`src/rtl/write_back_stage.sv`:
```
// write_back_stage: WB select mux feeding a stall-able write-data register (async active-low reset).
// Optional WB_LOAD_EXT_EN adds load alignment/extension on the datamem path; reset release is retimed by r_rel.
module write_back_stage #(
    parameter int                DATA_W    = 32,
    parameter logic [DATA_W-1:0] RESET_VAL = '0
) (
    input  logic              clk,
    input  logic              reset,
`ifdef WB_LOAD_EXT_EN
    input  logic [1:0]        ld_size,
    input  logic              ld_unsigned,
    input  logic [1:0]        ld_offset,
`endif
    input  logic [DATA_W-1:0] datamem,
    input  logic [DATA_W-1:0] alu,
    input  logic              ctr_mem_to_reg,
    input  logic              enable,
    output logic [DATA_W-1:0] writeback
);
    logic              r_rel;
    logic [DATA_W-1:0] r_writeback;
    logic [DATA_W-1:0] w_mem;
    logic [DATA_W-1:0] w_sel;

`ifdef WB_LOAD_EXT_EN
    logic [7:0]  w_byte;
    logic [15:0] w_half;
    assign w_byte = datamem[{ld_offset, 3'b000} +: 8];
    assign w_half = datamem[{ld_offset[1], 4'b0000} +: 16];
    always_comb begin
        w_mem = datamem;
        if (ld_size == 2'b00)
            w_mem = {{(DATA_W-8){~ld_unsigned & w_byte[7]}}, w_byte};
        else if (ld_size == 2'b01)
            w_mem = {{(DATA_W-16){~ld_unsigned & w_half[15]}}, w_half};
    end
`else
    assign w_mem = datamem;
`endif

    assign w_sel     = ctr_mem_to_reg ? w_mem : alu;
    assign writeback = r_writeback;

    // r_rel and r_writeback form the 2-flop release chain: first capture is on the 2nd edge after release
    always_ff @(posedge clk or negedge reset) begin
        if (!reset) begin
            r_rel       <= 1'b0;
            r_writeback <= RESET_VAL;
        end else begin
            r_rel <= 1'b1;
            if (r_rel && enable)
                r_writeback <= w_sel;
        end
    end

`ifndef SYNTHESIS
    always @(posedge clk)
        if (reset && r_rel && enable)
            assert (!$isunknown(ctr_mem_to_reg)) else $error("ctr_mem_to_reg unknown at enabled edge");
`endif
endmodule

```
`config.mk`:
```
export PLATFORM = sky130hd
export DESIGN_NAME = write_back_stage
export DESIGN_NICKNAME = d
export VERILOG_FILES = /design/src/rtl/write_back_stage.sv
export SDC_FILE = /design/constraint.sdc
export NUM_CORES = 1
export LEC_CHECK = 0
export CAP_MARGIN = 20
export CELL_PAD_IN_SITES_DETAIL_PLACEMENT = 0
export CELL_PAD_IN_SITES_GLOBAL_PLACEMENT = 1
export CORE_MARGIN = 1.5
export CORE_UTILIZATION = 30
export CTS_CLUSTER_DIAMETER = 50
export DETAILED_ROUTE_END_ITERATION = 16
export GPL_TIMING_DRIVEN = 0
export PLACE_DENSITY_LB_ADDON = 0.1
export SYNTH_ARGS = -nofsm -noshare
export SYNTH_HDL_FRONTEND = slang
export SYNTH_SLANG_ARGS = --single-unit
```
`constraint.sdc`:
```
create_clock -name clk -period 1.6 [get_ports clk]
set_input_delay 0.32 -clock clk [delete_from_list [all_inputs] [get_ports clk]]
set_output_delay 0.32 -clock clk [all_outputs]
set_load 0.005 [all_outputs]
```
# Yosys cells after proc, flatten, opt, wreduce, memory -nomap -nowiden
# Index checks and enable logic that the tools add are counted.
[classes]
mux = 1
n_reduce_logical = 1
[op_table]
columns = ["cell", "count"]
rows = [
  ["two-way mux 32 bit", 1],
  ["logical AND 1 bit", 1],
]
[word_totals]
reg_bits = 33
out_inout_bits = 32
elab_cells = 4

# Depth between registers and ports, before layout
[depth]
word_depth = 1
depth_mapped = 5

# Worst setup path before layout
# No wires, ideal clock.
[synth_timing]
path_type = "reg-to-reg"
start = "register r_rel"
end = "register r_writeback[10] (netlist: writeback[10])"
setup_ps = 73
t_arrival_ps = 965
path_slack_ps = 562
path_stages_with_launch = 6
path_buffers = 3
period_less_slack_ps = 1038
path_cell_list = "dfrtp_1 > buf_6 > and2_4 > buf_6 > buf_6 > a21oi_2"
[synth_via]
elab_chain_len = 1
[synth_rtl]
columns = ["element", "line", "rtl"]
rows = [
  ["from (decl)", "20", "logic r_rel;"],
  ["from (signal assigned)", "47", "r_rel <= 1'b0;"],
  ["from (signal assigned)", "50", "r_rel <= 1'b1;"],
  ["logical AND 1 bit", "51", "if (r_rel && enable)"],
  ["to (signal assigned)", "52", "r_writeback <= w_sel;"],
  ["to (decl)", "21", "logic [DATA_W-1:0] r_writeback;"],
]
# Every way passes these cells.
# A chain may end at the register's enable or synchronous reset.

# Worst setup path in the final report
[layout_timing]
start = "register r_writeback[29] (netlist: writeback[29])"
end = "output port writeback[29]"
[layout_rtl]
columns = ["element", "line", "rtl"]
rows = [
  ["to (decl)", "18", "output logic [DATA_W-1:0] writeback"],
]
# No word-level cell between the ends.

==> reports/summary.txt <==
CTS tree = yes
Cell Count Post-Placement = 316
GRT overflow = 0
most frequent cell after synthesis = a21oi_1
Fillers = 518
Detailed Route Iter0 Violations = 47
DRT Pass-1 Iters = 3
Power, Total = 2.32 mW
Port Buffer Count = 97
CP Launch Type = flop
clk_skew = 3.61 ps
sequential cell area fraction in the yosys report = 48.4%
Layout Nets = 319
setup slack at placement = 395 ps
Final min period = 1460 ps
yosys warns = 0
clk root buf = clkbuf_8
syn nets = 215
Longest Clk Path Bufs = 2
die area = 6150 sq um
first-pass GRT wire length = 7.10 mm
multi-input logic area = 766 sq um
kind of cell adding the most delay to the critical path = buffers and inverters
endpoints failing hold = 0
Slew headroom = 51.1%
Top FF cell, synth = dfrtp_1
mapped cell area = 1710 sq um
CORE AREA = 5510 sq um
drt via density = 4.52
Worst VDD drop = 340 uV
number of synthesized register bits = 33
Sw Ratio = 25.9%
initial antenna violation count = 0
Initial Util = 31.0%
Worst Setup End Kind = primary output
EDFF count, synth = 0
register area = 826 sq um
number of diodes = 0
H-Tree Level Count = 2
max-slew violations = 0
status = finished clean
average cell area after synthesis = 11.6 sq um
Finished Layout Cells = 324
switching power total = 0.602 mW
routed via count = 1466
WL/cell = 13.5 microns
met2 wire length = 2.10 mm
pwr dens = 816 nW/um^2
most common library cells after synthesis = a21oi_1, dfrtp_1, mux2i_1, a21oi_2
reg-to-reg startpoint = r_rel$_DFF_PN0_
I/O pin count = 100
Post-CTS Setup Inserts = 0
asr flop ratio synth = 100%
Least-Margin Pin Slew = 734 ps
clock power share = 25.3%
final setup vio count = 0
Internal = 1.72 mW
most area-hungry cell type in the Yosys netlist = dfrtp_1
Worst R2R Setup Slack = 430 ps
DRC = 0
CP Buf/Inv Count = 1
crit path cell chain = clkdlybuf4s50_1
GRT Total Usage = 15.0%
top layer in use = met4
clk_lat worst skew = 280 ps
mux cell area share after synthesis = 18.8%
Comb pwr share = 31.3%
Worst Reg2Reg Path Length in Cells = 4
WL met3 = 339 microns
Critical Path Slowest Stage Cell = clkdlybuf4s50_1
met1 WL = 1.91 mm
Die Y = 78.4 microns
Max-Cap Viols = 0
Num CTS Buffers = 5
post-DP HPWL = 3.21 mm
clock slew at reported path FFs = 60 ps
Routed WL = 4.39 mm
post-cts resize count = 0
Setup crit start = writeback[29]$_DFFE_PN0P_
largest net degree at the start of global routing = 34
register share of total power = 43.4%
# hold bufs at CTS = 0
routability cong. = 0.680
critical-path maximum fanout = 2
critical setup path kind = reg2out
fraction of the mapped netlist area in adder cells = 0%
unrepaired setup endpoints after global routing = false
Pleak = 1.16 nW
Tcrit/Tclk final = 91.4%
Arr. time, crit path = 1140 ps
Req. time, crit path = 1280 ps
largest family of logic cells by synthesized area = compound AO/OA/AOI/OAI gates
antenna viol nets, final = 0
end of the worst register-to-register path = writeback[26]$_DFFE_PN0P_
synth top area cells = dfrtp_1, mux2i_1, a21oi_2, a21oi_1, buf_6
Clock Sink Count = 33
XOR/XNOR Fraction of Synth Area = 0%
synth-to-layout area growth = 66.6%
Hold Crit Class = in2async
layout cell share with drive strength beyond 1 = 19.0%
share of the synthesized area in the top cell type = 48.4%
Compound-Gate Fraction of Synth Area = 25.4%
Worst path max stage delay = 530 ps
post-route setup slack = 138 ps
Netlist cell types = 10
Cells after Synth = 147
FMAX = 684 MHz
Post-Synth Simple-Gate Area = 0.513%
chip width = 78.4 microns
Placement Rows = 27
number of global-route vias before repair = 1411
==> flip-flops by register name, indices dropped and copies added, names as in the netlist <==
signal / cells
writeback: 32
r_rel: 1
==> how the worst max path moves through the flow <==
stage	end	slack [ps]	cells past startpoint
after CTS	writeback[14]	110	1
after global routing	writeback[23]	70	1
after detailed placement	writeback[13]$_DFFE_PN0P_	390	4
after floorplan	writeback[10]$_DFFE_PN0P_	560	5
after global placement	writeback[24]$_DFFE_PN0P_	-530	1
final	writeback[29]	140	1
==> per-layer routing <==
layer	GRT usage, %	vias up
met4	4.29	0
li1	-	736
met2	23.5	53
met1	19.0	673
met3	6.05	4
met5	0	-
==> cell usage in the layout (no fill, tap or decap) <==
cell type / n
clkdlybuf4s50_1: 96
a21oi_1: 34
dfrtp_1: 33
mux2i_1: 32
a21oi_2: 30
clkbuf_1: 8
buf_6: 5
clkbuf_8: 5
buf_4: 4
buf_2: 3
and2_4: 1
conb_1: 1
==> layout make-up <==
| cell class | instances | share of cell area (%) |
|---|---|---|
| multi-input combinational | 98 | 26.9 |
| timing repair buffer | 97 | 34.0 |
| buffer | 16 | 4.05 |
| clock buffer | 8 | 2.82 |
| sequential | 33 | 29.0 |
| tap | 72 | 3.17 |
==> cell families (layout without fill, tap and decap cells) <==
logic type	count (synthesis)	in the layout
buf+inv	16	121
simple gates	1	1
other cells	1	1
compound gates	64	64
flops	33	33
mux	32	32
==> power groups by stage <==
stage | logic [mW] | clock network [mW] | registers (mW)
after floorplan | 0.267 | 0 | 1.03
after global placement | 0.734 | 0 | 1.02
after detailed placement | 0.736 | 0 | 1.02
after CTS | 0.739 | 0.620 | 1.01
after global routing | 0.789 | 0.648 | 1.02
final | 0.726 | 0.587 | 1.01
==> metrics by stage <==
step,area (sq um),TNS (ps),hold WS [ps],util (%)
after CTS,2840,0,127,51.6
after global placement,2770,-17520,495,50.3
after global routing,2840,0,162,51.6
final,2840,0,94.7,51.6
after detailed placement,2760,0,435,50.2
after floorplan,1710,0,24.4,-
(Power assumes the default switching activity.)
